--- config.mk ---
export PLATFORM = sky130hd
export DESIGN_NAME = excp_ctrl
export DESIGN_NICKNAME = d
export VERILOG_FILES = /design/src/rtl/excp_pkg.sv /design/src/rtl/excp_prio.sv /design/src/rtl/excp_ctrl.sv
export SDC_FILE = /design/constraint.sdc
export NUM_CORES = 1
export LEC_CHECK = 0
export CELL_PAD_IN_SITES_DETAIL_PLACEMENT = 1
export CELL_PAD_IN_SITES_GLOBAL_PLACEMENT = 1
export CORE_MARGIN = 5
export CORE_UTILIZATION = 25
export CTS_BUF_LIST = sky130_fd_sc_hd__clkbuf_16
export CTS_CLUSTER_DIAMETER = 120
export DETAILED_ROUTE_END_ITERATION = 16
export HOLD_SLACK_MARGIN = 0.02
export PLACE_DENSITY_LB_ADDON = 0.1
export SYNTH_ARGS = -nofsm -noshare
export SYNTH_HDL_FRONTEND = slang
export SYNTH_SLANG_ARGS = --single-unit
--- constraint.sdc ---
create_clock -name clk -period 1.75 [get_ports clk]
set_clock_uncertainty 0.2 [all_clocks]
set_input_delay 0.35 -clock clk [delete_from_list [all_inputs] [get_ports clk]]
set_output_delay 0.35 -clock clk [all_outputs]
set_load 0.005 [all_outputs]
--- src/rtl/excp_pkg.sv ---
// excp_pkg: shared state enum, event codes and CP0 Status/Cause bit positions for excp_ctrl.
package excp_pkg;
  typedef enum logic [1:0] {IDLE, COMMIT, REDIRECT} state_e;
  localparam logic [31:0] EXC_NONE = 32'h0000_0000;
  localparam logic [31:0] EXC_INT = 32'h0000_0004;
  localparam logic [31:0] EXC_SYS = 32'h0000_0100;
  localparam logic [31:0] EXC_ERET = 32'h0000_0200;
  localparam int ST_IE = 0;
  localparam int ST_EXL = 1;
  localparam int IM_LSB = 10;
  localparam int IM_MSB = 15;
  localparam int IP_LSB = 10;
  localparam int IP_MSB = 15;
  localparam logic [31:0] EXC_VECTOR_DEF = 32'h0000_0040;
endpackage

--- src/rtl/excp_prio.sv ---
// excp_prio: interrupt-pending and interrupt > syscall > eret priority encode; EXCP_HWINT_EN adds Cause.IP & Status.IM.
module excp_prio
  import excp_pkg::*;
#(
  parameter logic [31:0] EXC_VECTOR = EXC_VECTOR_DEF
) (
  input  logic        mem_valid_i,
  input  logic        mem_syscall_i,
  input  logic        mem_eret_i,
  input  logic        intimer_i,
  input  logic [31:0] cause_i,
  input  logic [31:0] status_i,
  input  logic [31:0] epc_i,
  output logic [31:0] code_o,
  output logic [31:0] target_o
);
  logic hw;
  logic int_req;
  logic unused_bits;
`ifdef EXCP_HWINT_EN
  assign hw = |(cause_i[IP_MSB:IP_LSB] & status_i[IM_MSB:IM_LSB]);
  assign unused_bits = ^{cause_i[31:IP_MSB+1], cause_i[IP_LSB-1:0], status_i[31:IM_MSB+1], status_i[IM_LSB-1:ST_EXL+1]};
`else
  assign hw = 1'b0;
  assign unused_bits = ^{cause_i, status_i[31:ST_EXL+1]};
`endif
  assign int_req = status_i[ST_IE] & ~status_i[ST_EXL] & (intimer_i | hw);
  always_comb begin
    code_o = !mem_valid_i ? EXC_NONE :
             int_req      ? EXC_INT  :
             mem_syscall_i ? EXC_SYS :
             mem_eret_i   ? EXC_ERET : EXC_NONE;
    target_o = (code_o == EXC_ERET) ? epc_i : EXC_VECTOR;
  end
endmodule

--- src/rtl/excp_ctrl.sv ---
// excp_ctrl: IDLE/COMMIT/REDIRECT sequencer issuing the CP0 exception strobe, flush and fetch redirect.
// Optional external interrupts via EXCP_HWINT_EN (see excp_prio).
module excp_ctrl
  import excp_pkg::*;
#(
  parameter logic [31:0] EXC_VECTOR = EXC_VECTOR_DEF
) (
  input  logic        clk,
  input  logic        rst,
  input  logic        mem_valid,
  input  logic [31:0] mem_pc,
  input  logic        mem_syscall,
  input  logic        mem_eret,
  input  logic        intimer,
  input  logic [31:0] cause,
  input  logic [31:0] status,
  input  logic [31:0] epc,
  output logic [31:0] excptype,
  output logic [31:0] excp_pc,
  output logic        flush,
  output logic        stall_req,
  output logic        redirect_valid,
  output logic [31:0] redirect_pc
);
  state_e      state_q;
  logic [31:0] code;
  logic [31:0] target;
  logic [31:0] excptype_q, excp_pc_q, tgt_q, redirect_pc_q;
  logic        flush_q, stall_q, redirect_valid_q;
  excp_prio #(.EXC_VECTOR(EXC_VECTOR)) u_prio (
    .mem_valid_i  (mem_valid),
    .mem_syscall_i(mem_syscall),
    .mem_eret_i   (mem_eret),
    .intimer_i    (intimer),
    .cause_i      (cause),
    .status_i     (status),
    .epc_i        (epc),
    .code_o       (code),
    .target_o     (target)
  );
  // Inputs are only sampled in IDLE; anything seen in COMMIT/REDIRECT is being flushed.
  always_ff @(posedge clk) begin
    if (rst) begin
      state_q          <= IDLE;
      excptype_q       <= EXC_NONE;
      excp_pc_q        <= '0;
      tgt_q            <= '0;
      flush_q          <= 1'b0;
      stall_q          <= 1'b0;
      redirect_valid_q <= 1'b0;
      redirect_pc_q    <= '0;
    end else begin
      case (state_q)
        IDLE: if (code != EXC_NONE) begin
          state_q    <= COMMIT;
          excptype_q <= code;
          excp_pc_q  <= mem_pc;
          tgt_q      <= target;
          flush_q    <= 1'b1;
          stall_q    <= 1'b1;
        end
        COMMIT: begin
          state_q          <= REDIRECT;
          excptype_q       <= EXC_NONE;
          redirect_valid_q <= 1'b1;
          redirect_pc_q    <= tgt_q;
        end
        REDIRECT: begin
          state_q          <= IDLE;
          flush_q          <= 1'b0;
          stall_q          <= 1'b0;
          redirect_valid_q <= 1'b0;
        end
        default: state_q <= IDLE;
      endcase
    end
  end
  assign excptype       = excptype_q;
  assign excp_pc        = excp_pc_q;
  assign flush          = flush_q;
  assign stall_req      = stall_q;
  assign redirect_valid = redirect_valid_q;
  assign redirect_pc    = redirect_pc_q;
endmodule
# After elaboration in Yosys (flattened, before gate mapping)
# Index checks and enable logic that the tools add are counted.
# totals
input_bits,134
out_inout_bits,99
elab_cells,34
ff_bits,132
# op_classes
n_reduce_logical,8
n_bitwise,3
eq_ne,4
mux,12
# op_table
op,count
$mux 32,5
$pmux 32 s2,1
$eq 32x10->1 const B,1
$reduce_bool 32->1,1
$mux 10,1
$reduce_and 2->1,3
$reduce_bool 2->1,3
$pmux 1 s2,2
$pmux 2 s2,1
$and 1x1->1,2
$eq 2x1->1 const B,1
$eq 2x2->1 const B,1
$logic_not 2->1,1
$mux 2,1
$ne 2x2->1 const B,1
$mux 1,1
$not 1->1,1

# Logic depth before layout (Yosys ltp)
# logic_depth
ltp_word,8
ltp_mapped,7
mapped_depth_nobuf,5

# Cells and area by module
# From an unflattened synthesis, not the netlist that was laid out.
# hier_totals
cells_unflattened,635
area_unflattened_um2,5959.5
# modules_own_cells
mod,cells_each,area_each_um2,seq_area_each_um2,n_inst
excp_ctrl,560,5237.5,2642.5,1
excp_prio,75,721.9,0.0,1

# Worst setup path after synthesis
# OpenSTA, ideal clock, no wires.
# synth_timing
path_kind,register to register
from,reg state_q[0]
to,"reg excptype_q[9], in the netlist excptype[9]"
period_less_slack_ns,1.752
required_time_ns,1.428
n_path_buf,1
slack_ns,-0.002
setup_ns,0.122
t_arrival_ns,1.431
stages_incl_launch_ff,7
cell_sequence,dfxtp_1 inv_1 ha_1 buf_4 nor2b_1 a31o_2 a221o_1
# synth_via
elab_chain_cells,3
elab_cells_between_ends,6
cone_classes,2 x eq/ne; 1 x mux; 3 x reduce/logical
# synth_rtl
element,line_no,rtl
"start, declared",excp_ctrl.sv:25,state_e state_q;
"start signal, assigned",excp_ctrl.sv:44,state_q <= IDLE;
"start signal, assigned",excp_ctrl.sv:55,state_q <= COMMIT;
"start signal, assigned",excp_ctrl.sv:63,state_q <= REDIRECT;
$eq 2x1->1 / $logic_not 2->1 (equally long branches),excp_ctrl.sv:53,case (state_q)
$reduce_bool 2->1 (no line) / $ne 2x2->1 (equally long branches),--,
$reduce_and 2->1 (no line),--,
"end signal, assigned",excp_ctrl.sv:56,excptype_q <= code;
"end, declared",excp_ctrl.sv:28,"logic [31:0] excptype_q, excp_pc_q, tgt_q, redirect_pc_q;"
# Parallel ways exist; a longest one is shown, timed or not.
# A chain may end at the register's enable or synchronous reset.

# Final worst setup path
# layout_timing
from,in mem_syscall
to,reg tgt_q[7]
# layout_via
elab_chain_cells,5
elab_cells_between_ends,7
cone_classes,1 x eq/ne; 4 x mux; 2 x reduce/logical
# layout_rtl
element,line_no,rtl
"start, declared",excp_ctrl.sv:12,"input logic mem_syscall,"
$mux 32 (*),excp_prio.sv:31,mem_syscall_i ? EXC_SYS :
$mux 32 (*),excp_prio.sv:30,int_req ? EXC_INT :
$mux 32 (*),excp_prio.sv:29,code_o = !mem_valid_i ? EXC_NONE :
$eq 32x10->1 / $reduce_bool 32->1 (equally long branches),"excp_prio.sv:33, excp_ctrl.sv:54",
$mux 32 / $reduce_and 2->1 (equally long branches),--,
"end signal, assigned",excp_ctrl.sv:58,tgt_q <= target;
"end, declared",excp_ctrl.sv:28,
# Mark *: on every way between the ends. The rest lies on a longest branch, timed or not.

==> reports/results.ini <==
[yosys]
async_reset_ff_frac=0
synth_edf_count=0
netlist_top_cells_count=103 x dfxtp_1, 68 x nand2_1, 66 x mux2i_1
synth.distinct_cells=38
synth_top_area_cell=dfxtp_1
seq_area_frac_synth=0.504
avgSynthCellArea_sq_um=10.3
syn_inst=396
yosysTopAreaCellShare=0.504
synth_seq_cells=103
synth_ff_type=dfxtp_1
synth.cell_area_sq_um=4090
synthTopCellsByArea=dfxtp_1 50%, mux2i_1 16%, a22o_1 6.6%
synth_warnings=0
yosysMostFrequentCell=dfxtp_1

[job]
max_cap_violations=0

[global_routing]
grt_pass1_vias=3467
grt_use_total=0.122
grt_remaining_overflow=0
grt_max_degree=40
antenna_found_initial=0
grt_pass1_wl_mm=17.9

[route]
wl_mm=12.5
firstDrtPassIters=4
routedWlPerCell_um=16.1
ant_nets=0
vias=3277
drc=0
drt_iter0_drc=54
vias_per_cell=4.24

[timing]
fin_crit_ns=1.73
rsz0062_at_grt=yes
maxSlewViolCount=0
whs_ns=0.255
min_period_over_period=0.989
setup_viol=0
clock.fmax_ghz=0.578
final-hold-violation-count=0

[setup_path]
crit_arrival_ns=1.76
slowest_delay_ns=0.60
cp_max_fo=8
cp-start-kind=input pin
worstSetupEndpointType=flip-flop
path_delay_family=buffers and inverters
worst_path_max_delay_cell=clkdlybuf4s50_1
required_ns=1.78
cp_num_buf_inv=3
critical_path_class=in2reg
crit_chain=clkdlybuf4s50_1 > nand4b_4 > nor3_4 > buf_12 > clkbuf_16 > a22o_1

[cts]
cts.sinks=103
cts_hold_buf=0
numCtsBuffers=9
cts.reportedPaths.clkPinSlew_ns=0.07
clk_latency_ns=0.34
cts.path.max_buffers=2
cts-root-buf=clkbuf_16
cts_tree=yes
htreeDepth=3

[die]
core-area_sq_um=15900
start_util=0.256
ios=233
die_w_um=138
row_count=46
die_y_um=138
dieArea_sq_um=19000

[status]
outcome=completed

[cells_and_area]
finalNetCount=690
postLayoutCellArea_sq_um=6140
syn2layout_area_growth_pct=50.2
drive_gt1_frac=0.117
antenna_cells=0
final_core_util=0.385
final_cells=773

[pwr]
power.leakage_nw=2.78
pwr_density_cell_nw_per_um2=1070
worst_ir_drop_vdd_mv=0.490
p_total_w=0.00657

[placed_design]
dp_hpwl_mm=8.55
io_buffer_count=141
placed_cells=750
place_area_sq_um=5730
place.gp.congestion=0.705

[hold_path]
hp-class=reg2reg

-- through the flow --
stage                     setup slack [ns]  TNS [ns]
after global placement              -0.252    -15.21
after global routing               -0.0170    -0.144
final                               0.0188         0
after CTS                         0.000849         0
after floorplan                     0.0283         0
after detailed placement            -0.300    -17.76
-- metal layers --
layer	vias up	wire (um)	GRT usage
met5	-	0	0
met4	0	225	0.0483
met3	13	1030	0.0450
met2	97	5900	0.205
met1	1567	5330	0.142
li1	1600	-	-
-- area by class of cell --
| cell class | instances | area [sq um] |
|---|---|---|
| Sequential cell | 103 | 2070 |
| Clock inverter | 7 | 87.6 |
| Fill cell | 1820 | 9800 |
| Tap cell | 216 | 270 |
| Clock buffer | 9 | 225 |
| Inverter | 3 | 11.3 |
| Timing Repair Buffer | 172 | 1690 |
| Multi-Input combinational cell | 263 | 1790 |
-- cell families after synthesis --
kind of cell	after synthesis	share of synthesized area
AOI/OAI and AO/OA	45	0.0967
DFF	103	0.504
muxes	66	0.162
other	1	0.000917
and+or+nand+nor	119	0.129
buffers and inverters	58	0.0952
adders and majority gates	4	0.0122
-- power breakdown --
| group | leakage [nW] | total (W) | switching, W | internal [W] |
|---|---|---|---|---|
| Sequential | 0.839 | 0.00266 | 0.000107 | 0.00255 |
| Combinational | 1.80 | 0.00177 | 0.000821 | 0.000951 |
| Clock | 0.147 | 0.00214 | 0.000902 | 0.00124 |
-- flip-flops by register name, summed over array words and instances (netlist names) --
signal          cells
redirect_pc        32
excp_pc            32
redirect_valid      1
tgt_q              32
excptype            3
state_q             2
stall_req           1
-- cell usage in the layout, fill, tap and decap left out, types with 2 or more instances in the layout --
cell type,n
ha_1,2
nor2_1,35
buf_4,20
nor2b_1,3
buf_12,5
dlygate4sd2_1,66
ha_4,2
buf_6,3
dfxtp_1,99
inv_2,3
clkdlybuf4s50_1,71
mux2i_1,66
dlymetal6s2s_1,3
clkinvlp_4,2
clkinv_1,2
conb_1,29
bufinv_16,2
dfxtp_2,3
a31o_2,2
nand2_1,68
clkbuf_16,12
a22o_1,31
a32o_1,2
-- final timing paths --
| kind | from | end | slack (ns) | depth (start not counted) |
|---|---|---|---|---|
| setup / recovery | mem_syscall | tgt_q[7]$_SDFFE_PP0P_ | 0.02 | 6 |
| hold / removal | excp_pc[2]$_SDFFE_PP0P_ | excp_pc[2]$_SDFFE_PP0P_ | 0.25 | 2 |
| setup reg to reg | state_q[1]$_SDFFE_PP0P_ | tgt_q[4]$_SDFFE_PP0P_ | 0.07 | 7 |
| hold reg to reg | excp_pc[2]$_SDFFE_PP0P_ | excp_pc[2]$_SDFFE_PP0P_ | 0.25 | 2 |
-- tightest hold or removal path, stage by stage (launching register included) --
cell,delay [ns]
dfxtp_1,0.31
nand2_1,0.05
mux2i_1,0.05
-- repair_timing --
| action | 4_1_cts | 5_1_grt |
|---|---|---|
| gates cloned | 0 | 5 |
| gates resized for setup | 69 | 14 |
| buffers inserted | 0 | 2 |
| pin swaps | 0 | 4 |
| setup endpoints to repair | 66 | 82 |
No activity file was read; power rests on OpenSTA's default activity.
